File: src/rtl/key_event_gen_if.sv
`default_nettype none
// +--------------------------------------------------------------------+
// | key_event_gen_if : keypad vector in, key event outputs out          |
// | Revision : 1.0                                                      |
// +--------------------------------------------------------------------+
interface key_event_gen_if;
  logic [15:0] key_deb;
  logic        repeat_en;
  logic [3:0]  key_code;
  logic        key_valid;
  logic        key_release;
  logic        key_held;
  logic        multi_err;

  modport master (
    output key_deb, repeat_en,
    input  key_code, key_valid, key_release, key_held, multi_err
  );

  modport slave (
    input  key_deb, repeat_en,
    output key_code, key_valid, key_release, key_held, multi_err
  );
endinterface
`default_nettype wire

File: src/rtl/key_event_gen.sv
`default_nettype none
// +--------------------------------------------------------------------+
// | key_event_gen : debounced keypad vector -> press/repeat/release     |
// | Revision : 1.0                                                      |
// +--------------------------------------------------------------------+
module key_event_gen #(
  parameter int DELAY_CYC = 25_000_000,
  parameter int RATE_CYC  = 5_000_000
) (
  input  logic           clk,
  input  logic           RST,
  key_event_gen_if.slave kif
);

  localparam int MAX_CYC = (DELAY_CYC > RATE_CYC) ? DELAY_CYC : RATE_CYC;
  localparam int TW      = $clog2(MAX_CYC) + 1;
  localparam logic [TW-1:0] DELAY_LOAD = TW'(DELAY_CYC - 1);
  localparam logic [TW-1:0] RATE_LOAD  = TW'(RATE_CYC - 1);

  typedef enum logic [1:0] {IDLE, HOLD, REPEAT, MULTI} state_t;

  state_t        state_q, state_d;
  logic [TW-1:0] timer_q, timer_d;
  logic [15:0]   smp_q;
  logic [3:0]    key_code_q, key_code_d;
  logic          key_valid_q, key_valid_d;
  logic          key_release_q, key_release_d;
  logic          key_held_q, key_held_d;
  logic          multi_err_q, multi_err_d;

  logic [4:0]    cnt;
  logic [3:0]    idx;
  logic [15:0]   latched_oh;

  always_comb begin
    cnt = 5'd0;
    idx = 4'd0;
    for (int i = 0; i < 16; i++) begin
      cnt = cnt + 5'(smp_q[i]);
      if (smp_q[i]) idx = 4'(i);
    end
  end

  assign latched_oh = 16'h0001 << key_code_q;

  always_comb begin
    state_d       = state_q;
    timer_d       = timer_q;
    key_code_d    = key_code_q;
    key_valid_d   = 1'b0;
    key_release_d = 1'b0;
    key_held_d    = key_held_q;
    multi_err_d   = multi_err_q;
    unique case (state_q)
      IDLE: begin
        if (cnt == 5'd1) begin
          key_code_d  = idx;
          key_valid_d = 1'b1;
          key_held_d  = 1'b1;
          timer_d     = DELAY_LOAD;
          state_d     = HOLD;
        end else if (cnt != 5'd0) begin
          multi_err_d = 1'b1;
          state_d     = MULTI;
        end
      end
      HOLD, REPEAT: begin
        if (smp_q == 16'h0000) begin
          key_release_d = 1'b1;
          key_held_d    = 1'b0;
          state_d       = IDLE;
        end else if (smp_q != latched_oh) begin
          // an added key or a swap to a different key both count as multi-key
          key_release_d = 1'b1;
          key_held_d    = 1'b0;
          multi_err_d   = 1'b1;
          state_d       = MULTI;
        end else if (!kif.repeat_en) begin
          timer_d = timer_q;
        end else if (timer_q == '0) begin
          key_valid_d = 1'b1;
          timer_d     = RATE_LOAD;
          state_d     = REPEAT;
        end else begin
          timer_d = timer_q - 1'b1;
        end
      end
      MULTI: begin
        if (smp_q == 16'h0000) begin
          multi_err_d = 1'b0;
          state_d     = IDLE;
        end
      end
      default: state_d = IDLE;
    endcase
  end

  always_ff @(posedge clk or posedge RST) begin
    if (RST) begin
      state_q       <= IDLE;
      timer_q       <= '0;
      smp_q         <= 16'h0000;
      key_code_q    <= 4'd0;
      key_valid_q   <= 1'b0;
      key_release_q <= 1'b0;
      key_held_q    <= 1'b0;
      multi_err_q   <= 1'b0;
    end else begin
      state_q       <= state_d;
      timer_q       <= timer_d;
      smp_q         <= kif.key_deb;
      key_code_q    <= key_code_d;
      key_valid_q   <= key_valid_d;
      key_release_q <= key_release_d;
      key_held_q    <= key_held_d;
      multi_err_q   <= multi_err_d;
    end
  end

  assign kif.key_code    = key_code_q;
  assign kif.key_valid   = key_valid_q;
  assign kif.key_release = key_release_q;
  assign kif.key_held    = key_held_q;
  assign kif.multi_err   = multi_err_q;

endmodule
`default_nettype wire

File: src/flat_wrapper.sv
// flat-port wrapper written by rule: the top's interface ports become plain ports
module key_event_gen_flat 
#(
  parameter int DELAY_CYC = 25_000_000,
  parameter int RATE_CYC  = 5_000_000
)
  (clk, RST, kif_key_deb, kif_repeat_en, kif_key_code, kif_key_valid, kif_key_release, kif_key_held, kif_multi_err);
  key_event_gen_if kif_i ();
  input  logic clk;
  input  logic RST;
  input wire logic [$bits(kif_i.key_deb)-1:0] kif_key_deb;
  input wire logic [$bits(kif_i.repeat_en)-1:0] kif_repeat_en;
  output wire logic [$bits(kif_i.key_code)-1:0] kif_key_code;
  output wire logic [$bits(kif_i.key_valid)-1:0] kif_key_valid;
  output wire logic [$bits(kif_i.key_release)-1:0] kif_key_release;
  output wire logic [$bits(kif_i.key_held)-1:0] kif_key_held;
  output wire logic [$bits(kif_i.multi_err)-1:0] kif_multi_err;
  assign kif_i.key_deb = kif_key_deb;
  assign kif_i.repeat_en = kif_repeat_en;
  assign kif_key_code = kif_i.key_code;
  assign kif_key_valid = kif_i.key_valid;
  assign kif_key_release = kif_i.key_release;
  assign kif_key_held = kif_i.key_held;
  assign kif_multi_err = kif_i.multi_err;
  key_event_gen #(.DELAY_CYC(DELAY_CYC), .RATE_CYC(RATE_CYC)) u_core (.clk(clk), .RST(RST), .kif(kif_i));
endmodule
File: config.mk
export PLATFORM = sky130hd
export DESIGN_NAME = key_event_gen_flat
export DESIGN_NICKNAME = d
export VERILOG_FILES = /design/src/rtl/key_event_gen_if.sv /design/src/rtl/key_event_gen.sv /design/src/flat_wrapper.sv
export SDC_FILE = /design/constraint.sdc
export NUM_CORES = 1
export LEC_CHECK = 0
export ABC_AREA = 1
export CORE_ASPECT_RATIO = 0.8
export CORE_MARGIN = 2
export CORE_UTILIZATION = 50
export DETAILED_ROUTE_END_ITERATION = 12
export PLACE_DENSITY_LB_ADDON = 0.1
export SYNTH_ARGS = -nofsm -noshare
export SYNTH_HDL_FRONTEND = slang
export SYNTH_SLANG_ARGS = --single-unit
export TNS_END_PERCENT = 30
File: constraint.sdc
create_clock -name clk -period 7.73 [get_ports clk]
set_input_delay 1.546 -clock clk [delete_from_list [all_inputs] [get_ports clk]]
set_output_delay 1.546 -clock clk [all_outputs]
set_load 0.01 [all_outputs]
==> out/metrics.yaml, run 1 <==
path_clk_slew_ns: 0.10
netlist_area_um2: 3860
holdBufCountCts: 0
p_per_area_nw_per_um2: 388
syn_to_final_growth_pct: 11.0
dr.pass1.iters: 5
p_leak_nw: 2.18
drc: 0
worstSetupPathType: "reg2reg"
switchingPower_mw: 0.867
worstPathRequired_ns: 7.95
r2r_end: "u_core.timer_q[13]$_DFFE_PP0P_"
post-route-period-util_pct: 72.3
hold_viol: 0
cap_violations: 0
drive_above_1_share_pct: 3.91
row_count: 28
cts_buffer_depth: 2
synthDistinctLibCells: 31
ys_ff_latch: 52
cp_max_fo: 27
hpwl_um: 7260
min_to: "u_core.kif.multi_err$_DFFE_PP0P_"
vias_per_cell: 5.31
overflow: 0
grt_max_degree: 53
clk_latency_ns: 0.32
fin_crit_ns: 5.59
finalSetupTns_ns: 0
top_usage_layer: "met1"
wirelength_um: 9890
dr_total_vias: 3681
grt_use_met1_pct: 40.8
yosysSeqAreaShare_pct: 33.7
slew_headroom_pct: 49.1
power_frac_seq_pct: 29.0
die_w_um: 102
cts_setup_buffers: 0
r2r_setup_slack_ns: 2.14
grt_antenna_before_repair: 0
routedWlPerCell_um: 14.3
swShare_pct: 52.2
htree_levels: 2
gr-usage-met3_pct: 6.90
grt_pass1_vias: 3143
yosys_warnings: 0
cpPeakStageDelay_ns: 0.60
n_fill_cell: 704
core_area_um2: 7430
die-area_um2: 8450
multi_input_area_um2: 2210
track_usage_pct: 25.1
cts_sinks: 52
power_mw: 1.66
rsz0062_at_grt: "no"
final_nets: 627
r2r-start: "u_core.smp_q[1]$_DFF_PP0_"
synth_edf_count: 0
clock_skew_ns: 0.00597
finalInstanceArea_um2: 4290
combinationalPowerShare_pct: 59.4
cts_inserted_buffers: 5
synth_top_cell_area_share_pct: 33.7
grt_first_pass_wirelength_um: 16100
status: "finished, final reports clean"
finalSetupViolations: 0
r2r.worst_path.cells: 22
crit_chain: "inv_1 > ha_1 > inv_1 > fa_1 > inv_1 > fa_1 > fa_1 > inv_1 > fa_1 > fa_1 > inv_1 > fa_1 > nand2_1 > inv_1 > o21ai_0 > nand3b_1 > nor2_1 > nor2_1 > a21oi_4 > nand2_4 > nand2_1 > nand2_1"
mostFrequentLayoutCell: "nand2_1"
p_int_mw: 0.794
maxSlewViolCount: 0
arrival_ns: 5.81
ant_nets: 0
min_path_cells: 2
die_h_um: 82.6
port-buffer-count: 26
cts_tree: "built"
place_area_um2: 4180
most-common-layout-cells: "180 x nand2_1, 72 x nor2_1, 66 x inv_1"
post-synth-top-area-cell: "dfrtp_1"
ir_worst_vdd_mv: 0.250
cts_resized: 0
syn_nets: 607
gp_congestion: 0.952
first_iter_violations: 302
ioPinCount: 27
min_from: "u_core.kif.multi_err$_DFFE_PP0P_"
yosys_most_used_dff: "dfrtp_1"
start_util_pct: 52.0
tightest_slew_ns: 0.762
syn-instance-count: 567
synth_area_per_cell_um2: 6.81
cp_slowest_cell: "a21oi_4"
worstSetupEndpointType: "flop"
start_kind: "flop"
regArea_um2: 1300
cts_root_buf: "clkbuf_8"
hold_class: "reg2reg"
fmax_mhz: 179
use_met2_pct: 31.7
synthTopCellsByArea: "dfrtp_1 34%, nand2_1 17%, nand3_1 8.3%"
p_clk_share_pct: 11.6
n_antenna_cell: 0
async_flop_share_pct: 100
area by class of cell:
type                            instances  share of cell area (%)
Multi-Input combinational cell        430                    51.6
Sequential cell                        52                    30.4
Timing Repair Buffer                   27                    6.25
Inverter                               71                    6.22
Tap cell                              105                    3.06
Clock buffer                            6                    1.69
Clock inverter                          2                   0.817
power by group through the flow:
stage,sequential (mW),combinational [mW],clock [mW]
after detailed placement,0.482,0.969,0
after global placement,0.483,0.949,0
after global routing,0.497,1.13,0.209
after floorplan,0.452,0.782,0
after CTS,0.478,0.972,0.198
final,0.482,0.986,0.193
state kept, by name, summed over array words and instances, names as in the netlist:
register,cells
u_core.kif.key_held,1
u_core.state_q,2
u_core.timer_q,26
u_core.kif.key_release,1
u_core.kif.multi_err,1
u_core.kif.key_valid,1
u_core.smp_q,16
u_core.kif.key_code,4
synthesized netlist by cell type (all sizes together) (9+ instances only):
cell type / instances
nand3: 64
ha: 11
xor2: 11
nor3: 10
fa: 10
nand2: 182
inv: 70
nand4: 21
dfrtp: 52
nor2: 74
buf: 9
o21ai: 16
logic make-up (layout without fill, tap and decap cells):
| kind of cell | after synthesis | count (layout) | share of synthesized area (%) |
|---|---|---|---|
| compound gates | 30 | 30 | 4.54 |
| xor+xnor | 15 | 15 | 3.40 |
| fa+ha+maj | 21 | 21 | 8.75 |
| buf+inv | 85 | 106 | 9.01 |
| flops | 52 | 52 | 33.7 |
| simple gates | 364 | 364 | 40.6 |
routing by layer:
layer  part of all wire [%]  vias to the layer above
met3                    8.4                       12
met4                    1.1                        0
met5                      0                        -
met2                     38                      122
met1                     53                     1719
li1                       -                     1828
stage by stage:
step,setup WS [ns],std cells,hold WS [ns],utilization (%)
after floorplan,3.02,567,0.442,-
after global routing,1.76,693,0.507,57.7
after detailed placement,2.25,685,0.462,56.3
final,2.14,693,0.490,57.7
after CTS,2.24,693,0.489,57.7
after global placement,2.40,685,0.465,56.3
worst max path at each step:
stage	from	endpoint	slack (ns)	cells after the start
after detailed placement	u_core.smp_q[1]$_DFF_PP0_	u_core.timer_q[13]$_DFFE_PP0P_	2.25	22
after global placement	u_core.smp_q[1]$_DFF_PP0_	u_core.timer_q[8]$_DFFE_PP0P_	2.40	22
after CTS	u_core.smp_q[1]$_DFF_PP0_	u_core.timer_q[22]$_DFFE_PP0P_	2.24	22
after global routing	u_core.smp_q[1]$_DFF_PP0_	u_core.timer_q[23]$_DFFE_PP0P_	1.76	22
after floorplan	u_core.smp_q[1]$_DFF_PP0_	u_core.timer_q[0]$_DFFE_PP0P_	3.02	22
final	u_core.smp_q[1]$_DFF_PP0_	u_core.timer_q[13]$_DFFE_PP0P_	2.14	22
critical path: cells and delay by family (launching register included):
family / cells / cell delay, ns
AOI/OAI and AO/OA: 2 / 0.84
adders and majority gates: 7 / 2.77
buffers and inverters: 6 / 0.34
DFF: 1 / 0.42
and+or+nand+nor: 7 / 1.10
(Power assumes the default switching activity.)
==> inputs of run 2 (changes only) <==
==> constraint.sdc (replaced) <==
create_clock -name clk -period 5.54 [get_ports clk]
set_input_delay 1.108 -clock clk [delete_from_list [all_inputs] [get_ports clk]]
set_output_delay 1.108 -clock clk [all_outputs]
set_load 0.01 [all_outputs]
==> run 2 against run 1 <==
Against the previous run:
- first-iteration DRC count is 0.33% higher
- cell count grew 0.29%
- core utilization unchanged
- sequential share of layout area unchanged
- critical path depth did not move
- register-to-register slack worse by 1.5 ns
- cell area is the same
- combinational power is 42% higher
- count of clock-buffer cells in the layout unchanged
- sequential cell count is the same
- critical endpoint is now u_core.timer_q[15]$_DFFE_PP0P_
- highest routed layer unchanged
==> out/metrics.yaml, run 2 (synthesis gave the netlist of run 1 again) <==
port-buffer-count: 26  # unchanged
dr.pass1.iters: 5  # unchanged
n_fill_cell: 722  # was 704
finalInstanceArea_um2: 4290  # unchanged
r2r_setup_slack_ns: 0.60  # was 2.14 ns
cts_tree: "built"  # unchanged
top_register: "u_core.timer_q"  # unchanged
p_per_area_nw_per_um2: 540  # was 388 nW/µm²
grt_pass1_vias: 3180  # was 3143
finalSetupViolations: 0  # unchanged
drc: 0  # unchanged
p_leak_nw: 2.18  # about the same
ir_worst_vdd_mv: 0.439  # was 0.250 mV
track_usage_pct: 25.7  # was 25.1%
min_path_cells: 2  # unchanged
tightest_slew_ns: 0.736  # was 0.762 ns
path_clk_slew_ns: 0.10  # about the same
dp_cells: 687  # was 685
rsz0062_at_grt: "no"  # unchanged
vias_per_cell: 5.30  # was 5.31
cts_root_buf: "clkbuf_8"  # unchanged
die_w_um: 102  # unchanged
arrival_ns: 5.16  # was 5.81 ns
r2r.worst_path.cells: 22  # unchanged
n_antenna_cell: 0  # unchanged
ant_nets: 0  # unchanged
cp_max_fo: 26  # was 27
syn_to_final_growth_pct: 11.0  # unchanged
top_layer_used: "met4"  # unchanged
htree_levels: 2  # unchanged
grt_antenna_before_repair: 0  # unchanged
dr_total_vias: 3683  # was 3681
r2r-start: "u_core.smp_q[1]$_DFF_PP0_"  # unchanged
core_area_um2: 7430  # unchanged
start_kind: "flop"  # unchanged
place_area_um2: 4190  # was 4180 µm²
cts_setup_buffers: 0  # unchanged
routedWlPerCell_um: 14.3  # about the same
dr_wl_met2_um: 3800  # was 3720 µm
first_iter_violations: 303  # was 302
die_h_um: 82.6  # unchanged
instances_no_fill: 695  # was 693
grt_max_degree: 53  # unchanged
drive_above_1_share_pct: 4.41  # was 3.91%
utilization_pct: 57.7  # unchanged
slew_headroom_pct: 51.0  # was 49.1%
clk_latency_ns: 0.32  # about the same
final_nets: 629  # was 627
start_util_pct: 52.0  # unchanged
fin_ws_ns: 0.600  # was 2.14 ns
worstPathRequired_ns: 5.76  # was 7.95 ns
overflow: 0  # unchanged
hold_viol: 0  # unchanged
largest_reg_flops: 26  # unchanged
r2r_end: "u_core.timer_q[15]$_DFFE_PP0P_"  # was u_core.timer_q[13]$_DFFE_PP0P_
cts_sinks: 52  # unchanged
worstSetupPathType: "reg2reg"  # unchanged
gp_congestion: 0.933  # was 0.952
most-common-layout-cells: "180 x nand2_1, 72 x nor2_1, 66 x inv_1"  # unchanged
holdBufCountCts: 0  # unchanged
wl_met1_um: 5290  # was 5230 µm
wirelength_um: 9920  # was 9890 µm
hpwl_um: 7370  # was 7260 µm
cap_violations: 0  # unchanged
status: "finished, final reports clean"  # unchanged
clock_skew_ns: 0.00681  # was 0.00597 ns
critical_path.startpoint: "u_core.smp_q[1]$_DFF_PP0_"  # unchanged
fmax_mhz: 202  # was 179 MHz
power_mw: 2.31  # was 1.66 mW
cts_buffer_depth: 2  # unchanged
maxSlewViolCount: 0  # unchanged
wl_met3_um: 752  # was 830 µm
cts_resized: 0  # unchanged
pre_cts_slack_ns: 0.608  # was 2.25 ns
fin_crit_ns: 4.94  # was 5.59 ns
finalSetupTns_ns: 0  # unchanged
crit_end: "u_core.timer_q[15]$_DFFE_PP0P_"  # was u_core.timer_q[13]$_DFFE_PP0P_
post-route-period-util_pct: 89.2  # was 72.3%
row_count: 28  # unchanged
cts_inserted_buffers: 5  # unchanged
mostFrequentLayoutCell: "nand2_1"  # unchanged
ioPinCount: 27  # unchanged
grt_first_pass_wirelength_um: 16400  # was 16100 µm
worstSetupEndpointType: "flop"  # unchanged
hold_slack_ns: 0.488  # was 0.490 ns
hold_class: "reg2reg"  # unchanged
die-area_um2: 8450  # unchanged
==> run 2: cell count changes in the layout (fill, tap and decap cells not counted), sizes merged <==
cell    change
clkinv      +1
bufinv      -1
buf         +2
==> run 2: worst min-delay path by stage <==
stage	end	from
global placement	u_core.timer_q[1]$_DFFE_PP0P_	u_core.timer_q[1]$_DFFE_PP0P_
detailed placement	u_core.timer_q[1]$_DFFE_PP0P_	u_core.timer_q[1]$_DFFE_PP0P_
finish	u_core.timer_q[1]$_DFFE_PP0P_	u_core.timer_q[1]$_DFFE_PP0P_
global route	u_core.timer_q[1]$_DFFE_PP0P_	u_core.timer_q[1]$_DFFE_PP0P_
CTS	u_core.timer_q[1]$_DFFE_PP0P_	u_core.timer_q[1]$_DFFE_PP0P_
floorplan	u_core.timer_q[1]$_DFFE_PP0P_	u_core.timer_q[1]$_DFFE_PP0P_
==> run 2: metal layers <==
layer	track usage, %	up-vias
met5	0	-
li1	-	1828
met4	4.93	0
met2	32.7	124
met1	43.1	1723
met3	5.47	8
==> run 2: critical path: stages (launching register included) <==
cell and delay, ns:
dfrtp_1 0.41, inv_1 0.09, ha_1 0.28, inv_1 0.05
fa_1 0.48, inv_1 0.05, fa_1 0.47, fa_1 0.52
inv_1 0.05, fa_1 0.49, fa_1 0.16, inv_1 0.06
fa_1 0.40, nand2_1 0.09, inv_1 0.03, o21ai_0 0.22
nand3b_1 0.11, nor2_1 0.19, nor2_1 0.11, a21oi_4 0.17
nand2_4 0.20, nand2_1 0.12, nand2_1 0.06
==> run 2: report_power, final <==
group          switching, mW  total (mW)  internal (mW)
logic                  0.921        1.40          0.481
registers              0.166       0.676          0.510
clock network          0.137       0.238          0.100
total                   1.22        2.31           1.09
==> run 2: area by class of cell <==
class	count	area [µm²]	share of cell area, %
flip-flops and latches	52	1300	30.4
inverters	71	267	6.22
repair buffers	29	283	6.60
clock inverters	2	10.0	0.234
multi-input cells	430	2210	51.6
clock buffers	6	82.6	1.93
well taps	105	131	3.06
